==> src/rtl/mmc_pkg.sv <==
// Shared definitions for the multimode counter: sequence-select codes,
// the per-mode seed value and a one-hot test used to validate loads.
package mmc_pkg;

    localparam logic [1:0] MODE_BIN  = 2'd0;
    localparam logic [1:0] MODE_RING = 2'd1;
    localparam logic [1:0] MODE_JOHN = 2'd2;
    localparam logic [1:0] MODE_BNC  = 2'd3;

    localparam int MAX_WIDTH = 32;

    // Starting value of each sequence, returned at full width. The caller
    // truncates it to its own WIDTH. Ring and bounce start with only the
    // MSB set; binary and Johnson start from all-zero.
    function automatic logic [MAX_WIDTH-1:0] seed(input logic [1:0] mode, input int width);
        logic [MAX_WIDTH-1:0] s;
        s = '0;
        if (mode == MODE_RING || mode == MODE_BNC) begin
            s = 32'd1 << (width - 1);
        end
        return s;
    endfunction

    // True when exactly one bit of the vector is set.
    function automatic logic is_onehot(input logic [MAX_WIDTH-1:0] v);
        return $onehot(v);
    endfunction

endpackage

==> src/rtl/multimode_counter.sv <==
// General-purpose WIDTH-bit sequencer. A single count register runs one of
// four sequences (modulo binary, ring, Johnson, bounce) with synchronous
// load, active-low enables, a registered terminal-count pulse and a
// registered illegal-load pulse. Every output comes straight from a flop.
module multimode_counter
    import mmc_pkg::*;
#(
    parameter int WIDTH = 8
) (
    input  logic             i_clk,
    input  logic             i_reset_n,
    input  logic             i_cnt_enable_n,
    input  logic             i_ld_enable_n,
    input  logic [WIDTH-1:0] i_load,
    input  logic [1:0]       i_mode,
    input  logic             i_dir,
    input  logic [WIDTH-1:0] i_modulo,
    output logic [WIDTH-1:0] o_count,
    output logic             o_tc,
    output logic             o_load_err
);

    logic [WIDTH-1:0] count_q, count_d;
    logic             tc_q, tc_d;
    logic             load_err_q, load_err_d;
    logic [1:0]       mode_q, mode_d;
    logic             bdir_q, bdir_d;

    // Results of one enabled step in the current mode.
    logic [WIDTH-1:0] step_count;
    logic             step_tc;
    logic             step_bdir;

    // Results of a parallel load in the current mode.
    logic [WIDTH-1:0] load_count;
    logic             load_err;
    logic             load_bdir;

    logic [WIDTH-1:0] seed_cur;
    logic [WIDTH-1:0] seed_new;
    logic [WIDTH-1:0] ring_home;
    logic [WIDTH-1:0] lsb_one;

    assign seed_cur  = WIDTH'(seed(mode_q, WIDTH));
    assign seed_new  = WIDTH'(seed(i_mode, WIDTH));
    assign ring_home = WIDTH'(seed(MODE_RING, WIDTH));
    assign lsb_one   = WIDTH'(1);

    // Compute what a single counting step would produce in the active mode,
    // including whether it hits the terminal point of that sequence.
    always_comb begin
        step_count = count_q;
        step_tc    = 1'b0;
        step_bdir  = bdir_q;
        unique case (mode_q)
            MODE_BIN: begin
                // A modulo of zero makes both directions wrap every step, so
                // the count stays at zero and the terminal pulse repeats.
                if (i_dir) begin
                    if (count_q >= i_modulo) begin
                        step_count = '0;
                        step_tc    = 1'b1;
                    end else begin
                        step_count = count_q + 1'b1;
                    end
                end else begin
                    if (count_q == '0) begin
                        step_count = i_modulo;
                        step_tc    = 1'b1;
                    end else begin
                        step_count = count_q - 1'b1;
                    end
                end
            end
            MODE_RING: begin
                if (i_dir) begin
                    step_count = {count_q[WIDTH-2:0], count_q[WIDTH-1]};
                    step_tc    = (step_count == lsb_one);
                end else begin
                    step_count = {count_q[0], count_q[WIDTH-1:1]};
                    step_tc    = (step_count == ring_home);
                end
            end
            MODE_JOHN: begin
                if (i_dir) begin
                    step_count = {count_q[WIDTH-2:0], ~count_q[WIDTH-1]};
                end else begin
                    step_count = {~count_q[0], count_q[WIDTH-1:1]};
                end
                step_tc = (step_count == '0);
            end
            MODE_BNC: begin
                // The hot bit walks one place and reverses when it lands on
                // either end, so the end bits each appear once per period.
                if (bdir_q) begin
                    step_count = count_q << 1;
                end else begin
                    step_count = count_q >> 1;
                end
                if (step_count[0] || step_count[WIDTH-1]) begin
                    step_tc   = 1'b1;
                    step_bdir = ~bdir_q;
                end
            end
            default: begin
                step_count = count_q;
            end
        endcase
    end

    // Compute the outcome of a parallel load: clamp in binary, validate
    // one-hot in ring and bounce, accept anything in Johnson.
    always_comb begin
        load_count = i_load;
        load_err   = 1'b0;
        load_bdir  = bdir_q;
        unique case (mode_q)
            MODE_BIN: begin
                load_count = (i_load > i_modulo) ? i_modulo : i_load;
            end
            MODE_RING: begin
                if (!is_onehot(32'(i_load))) begin
                    load_count = seed_cur;
                    load_err   = 1'b1;
                end
            end
            MODE_JOHN: begin
                load_count = i_load;
            end
            MODE_BNC: begin
                // A loaded hot bit at bit0 can only move toward the MSB, so
                // the bounce direction is pointed upward in that one case.
                if (!is_onehot(32'(i_load))) begin
                    load_count = seed_cur;
                    load_err   = 1'b1;
                    load_bdir  = 1'b0;
                end else begin
                    load_bdir = i_load[0];
                end
            end
            default: begin
                load_count = i_load;
            end
        endcase
    end

    // Choose the next register state by priority: reset, mode change,
    // load, count, hold. Pulses default low so they last one cycle.
    always_comb begin
        count_d    = count_q;
        tc_d       = 1'b0;
        load_err_d = 1'b0;
        mode_d     = mode_q;
        bdir_d     = bdir_q;
        if (!i_reset_n) begin
            count_d = ring_home;
            mode_d  = MODE_RING;
            bdir_d  = 1'b0;
        end else if (i_mode != mode_q) begin
            mode_d  = i_mode;
            count_d = seed_new;
            bdir_d  = 1'b0;
        end else if (!i_ld_enable_n) begin
            count_d    = load_count;
            load_err_d = load_err;
            bdir_d     = load_bdir;
        end else if (!i_cnt_enable_n) begin
            count_d = step_count;
            tc_d    = step_tc;
            bdir_d  = step_bdir;
        end
    end

    // Register stage holding the count, the pulses and the internal state.
    always_ff @(posedge i_clk) begin
        count_q    <= count_d;
        tc_q       <= tc_d;
        load_err_q <= load_err_d;
        mode_q     <= mode_d;
        bdir_q     <= bdir_d;
    end

    assign o_count    = count_q;
    assign o_tc       = tc_q;
    assign o_load_err = load_err_q;

endmodule

==> config.mk <==
export PLATFORM = sky130hd
export DESIGN_NAME = multimode_counter
export DESIGN_NICKNAME = d
export VERILOG_FILES = /design/src/rtl/mmc_pkg.sv /design/src/rtl/multimode_counter.sv
export SDC_FILE = /design/constraint.sdc
export NUM_CORES = 1
export LEC_CHECK = 0
export CAP_MARGIN = 20
export CORE_MARGIN = 2
export CORE_UTILIZATION = 49
export CTS_CLUSTER_SIZE = 24
export DETAILED_ROUTE_END_ITERATION = 16
export GPL_TIMING_DRIVEN = 0
export PLACE_DENSITY = 0.77
export SYNTH_ARGS = -nofsm -noshare
export SYNTH_HDL_FRONTEND = slang
export SYNTH_SLANG_ARGS = --single-unit
==> constraint.sdc <==
create_clock -name i_clk -period 3.85 [get_ports i_clk]
set_input_delay 0.385 -clock i_clk [delete_from_list [all_inputs] [get_ports i_clk]]
set_output_delay 0.385 -clock i_clk [all_outputs]
set_load 0.1 [all_outputs]
==> key figures <==
Status
  • Outcome: complete, no violations

STA
  • Rel. slew slack: around a third
  • RSZ-0062 raised after global routing: false
  • Final hold violation count: 0
  • Slew @ Worst Pin: slightly below 1000 ps
  • Max Freq: 0.2720 GHz
  • Hold slack: 435.5 ps
  • Final min period: approximately 3700 ps
  • Pins over their slew limit: 0
  • Period utilization: a little over nine tenths
  • Final setup viols: 0
  • Clock skew: 0.6741 ps

Power
  • Tot Pwr: ~0.64 mW
  • Comb pwr share: ~56%
  • Power share of the clock group: just over 20%
  • Switching power: 0.2814 mW
  • Reg power frac: between 20% and 30%
  • P_leak: a little under 1 nW
  • Sw frac: roughly 44%
  • PwrDens: approximately 260 nW/um2
  • Max VDD drop: 0.1433 mV
  • Pint: around 0.36 mW

CTS
  • CTS buffer count: 3
  • Clock Path Buffers: 2
  • Clk_lat worst skew: between 200 and 300 ps
  • Clock tree sinks: 13
  • CTS tree: done
  • CTS root buf: clkbuf_8
  • Reg clk slew, reported paths: ~60 ps
  • H-tree Lvls: 1

Floorplanning
  • Core Area: 4000 um2
  • DIE WIDTH: 68.38 um
  • Die height: 68.38 um
  • Row cnt: 23
  • Die area: about 4700 um2
  • Effective utilization at floorplan: approximately 50%
  • IO Count: 33

Finish
  • Post-layout util: 62.25%
  • Layout area overhead: 22.61%
  • Fillers: between 300 and 400
  • Layout cells sized above 1: a little under a tenth
  • Nets@finish: about 360
  • Fin area: ~2500 um2
  • Antenna diodes: 0

Yosys
  • Yosys warns: 0
  • Synth Area in Adders: ~17%
  • Library cells used by synthesis: between 50 and 60
  • Post-Synth XOR/XNOR Area: just over 3%
  • List of most frequent post-synthesis cells: inv_1, ha_1, nand2_1
  • Top-count cell post-synth: inv_1
  • Async S/R FF share, synth: 0%
  • EDFF count, synth: 0
  • Post-Syn Instances: 274
  • Netlist Area Pre-Place: between 2000 and 2500 um2
  • Leading area contributor after synthesis: ha_1
  • Post-synthesis simple-gate area fraction: roughly 22%
  • Top cells by area, synth: ha_1, dfxtp_1, mux2i_1
  • Synth Area in Compound Gates: 27.42%
  • Share of the synthesized area in the top cell type: 12.94%
  • Sequential area share after synthesis: between 10% and 20%
  • Primary FF master, synth: dfxtp_1
  • Largest family of logic cells by synthesized area: compound AO/OA/AOI/OAI gates
  • Multiplexer share of the synthesized area: under 10%
  • Synth Register Bits: 13
  • Synth Net Count: around 320
  • Avg Inst Size Synth: 7.411 um2

Global route
  • Remaining global-route overflow: 0
  • Initial antenna violation count: 0
  • Largest net degree at the start of global routing: 11
  • GRT Total Usage: about 29%
  • Vias in the first global route: around 2.0k
  • First-pass GRT wire length: roughly 10000 um

Critical path
  • CP Data Required Time: 4010 ps
  • Reg2Reg Depth: 9
  • Crit Path Class: input port to register
  • Worst path arrival time: ~3800 ps
  • Startpoint Class: input port
  • Crit path max fanout: 5
  • Crit path capture type: register

Detailed routing
  • Iteration-0 DRC count of the detailed router: 240
  • DR vias: between 2k and 2.5k
  • Via-to-Cell Ratio: 6.395
  • Routed Antenna Nets: 0
  • DRC: 0
  • Wirelength, routed: ~6300 um
  • Drt wl/cell: between 15 and 20 um
  • Detailed Routing Iterations Pass 1: 5

Placement
  • Post-DP HPWL: 4789 um
  • Placed cell areas: ~2400 um2
  • Gp weighted congestion: 0.8956
  • Input/output buffers: 31

Hold path
  • HP Class: input port to register
  • Hold Path Depth: 3

Job
  • MaxCap Viol Count: 0
through the flow:
step | std cells | setup TNS [ps] | worst slack (ps)
after CTS | 361 | 0 | 73.46
final | 362 | 0 | 173.4
after global routing | 362 | 0 | 7.518
after floorplan | 274 | 0 | 215.7
after detailed placement | 355 | -4331 | -591.5
after global placement | 355 | -3513 | -492.8
layer usage:
layer	vias to the layer above	routed length [um]	track usage, %
met1	1070	2694	39.18
met3	17	478	3.289
met5	-	0	0
met2	124	2935	46.36
li1	1104	-	-
met4	0	144	9.250
layout by cell type (no fill, tap or decap), types with 3 or more instances in the layout:
| cell | netlist | final |
|---|---|---|
| clkdlybuf4s50_1 | 0 | 28 |
| inv_1 | 25 | 23 |
| ha_1 | 21 | 20 |
| nand2_1 | 19 | 19 |
| nor2_1 | 17 | 17 |
| a21oi_1 | 15 | 15 |
| nand3_1 | 15 | 15 |
| mux2i_1 | 15 | 14 |
| dfxtp_1 | 13 | 13 |
| o21ai_0 | 12 | 11 |
| clkbuf_1 | 9 | 10 |
| o22ai_1 | 8 | 8 |
| nor4_1 | 7 | 7 |
| nor3_1 | 7 | 7 |
| a311oi_1 | 6 | 6 |
| a211oi_1 | 6 | 5 |
| nand2b_1 | 5 | 5 |
| buf_1 | 5 | 5 |
| a31oi_1 | 5 | 5 |
| xnor2_1 | 4 | 4 |
| o21a_1 | 4 | 3 |
| buf_6 | 3 | 3 |
| or4_1 | 3 | 3 |
| xor2_1 | 3 | 3 |
| o221ai_1 | 3 | 3 |
| fa_1 | 4 | 3 |
| clkbuf_8 | 0 | 3 |
| clkbuf_2 | 0 | 3 |
worst paths after layout:
kind | endpoint | slack, ps | start
max | o_count[2] | 170 | i_load[3]
min | o_count[0] | 440 | i_load[0]
max reg2reg | o_count[2] | 760 | o_count[0]
min reg2reg | bdir_q | 600 | mode_q[0]
critical path, cell delays in order:
cell and delay, ps:
clkbuf_2 120, inv_1 70, fa_1 570, fa_1 450, fa_1 480, inv_2 80
ha_4 130, inv_1 50, fa_2 350, a211oi_2 220, mux2i_2 120, o21a_2 260
nor2_4 180, nand3_1 100, a311oi_1 270
area by class of cell:
class / instances / area (um2) / share of cell area, %
repair buffers: 33 / 310.3 / 12.46
multi-input cells: 218 / 1623 / 65.18
well taps: 50 / 62.56 / 2.513
flip-flops and latches: 13 / 260.3 / 10.45
inverters: 26 / 97.59 / 3.920
plain buffers: 18 / 91.34 / 3.668
clock buffers: 4 / 45.04 / 1.809
power by group through the flow:
stage	Combinational (mW)	Sequential (mW)	Clock (mW)
2_1_floorplan	0.196	0.188	0
3_3_place_gp	0.315	0.153	0
3_5_place_dp	0.322	0.153	0
4_1_cts	0.341	0.150	0.126
5_1_grt	0.389	0.152	0.136
6_report	0.357	0.151	0.129
logic make-up (layout without fill, tap and decap cells):
logic type      after synthesis  in the layout
flops                        13             13
compound gates               80             80
simple gates                 88             89
mux                          17             17
fa+ha+maj                    25             25
buf+inv                      44             81
xor+xnor                      7              7
registers in the layout, indices dropped and copies added, names as in the netlist:
| name | cells |
|---|---|
| o_count | 8 |
| mode_q | 2 |
| bdir_q | 1 |
| o_load_err | 1 |
| o_tc | 1 |
timing repair:
action	CTS	global route
gates resized for setup	10	10
endpoints found under the setup margin	9	7
buffers inserted	1	1
hold buffers	0	0
pin swaps	5	7
gates cloned	1	0
No activity file was read; power rests on OpenSTA's default activity.
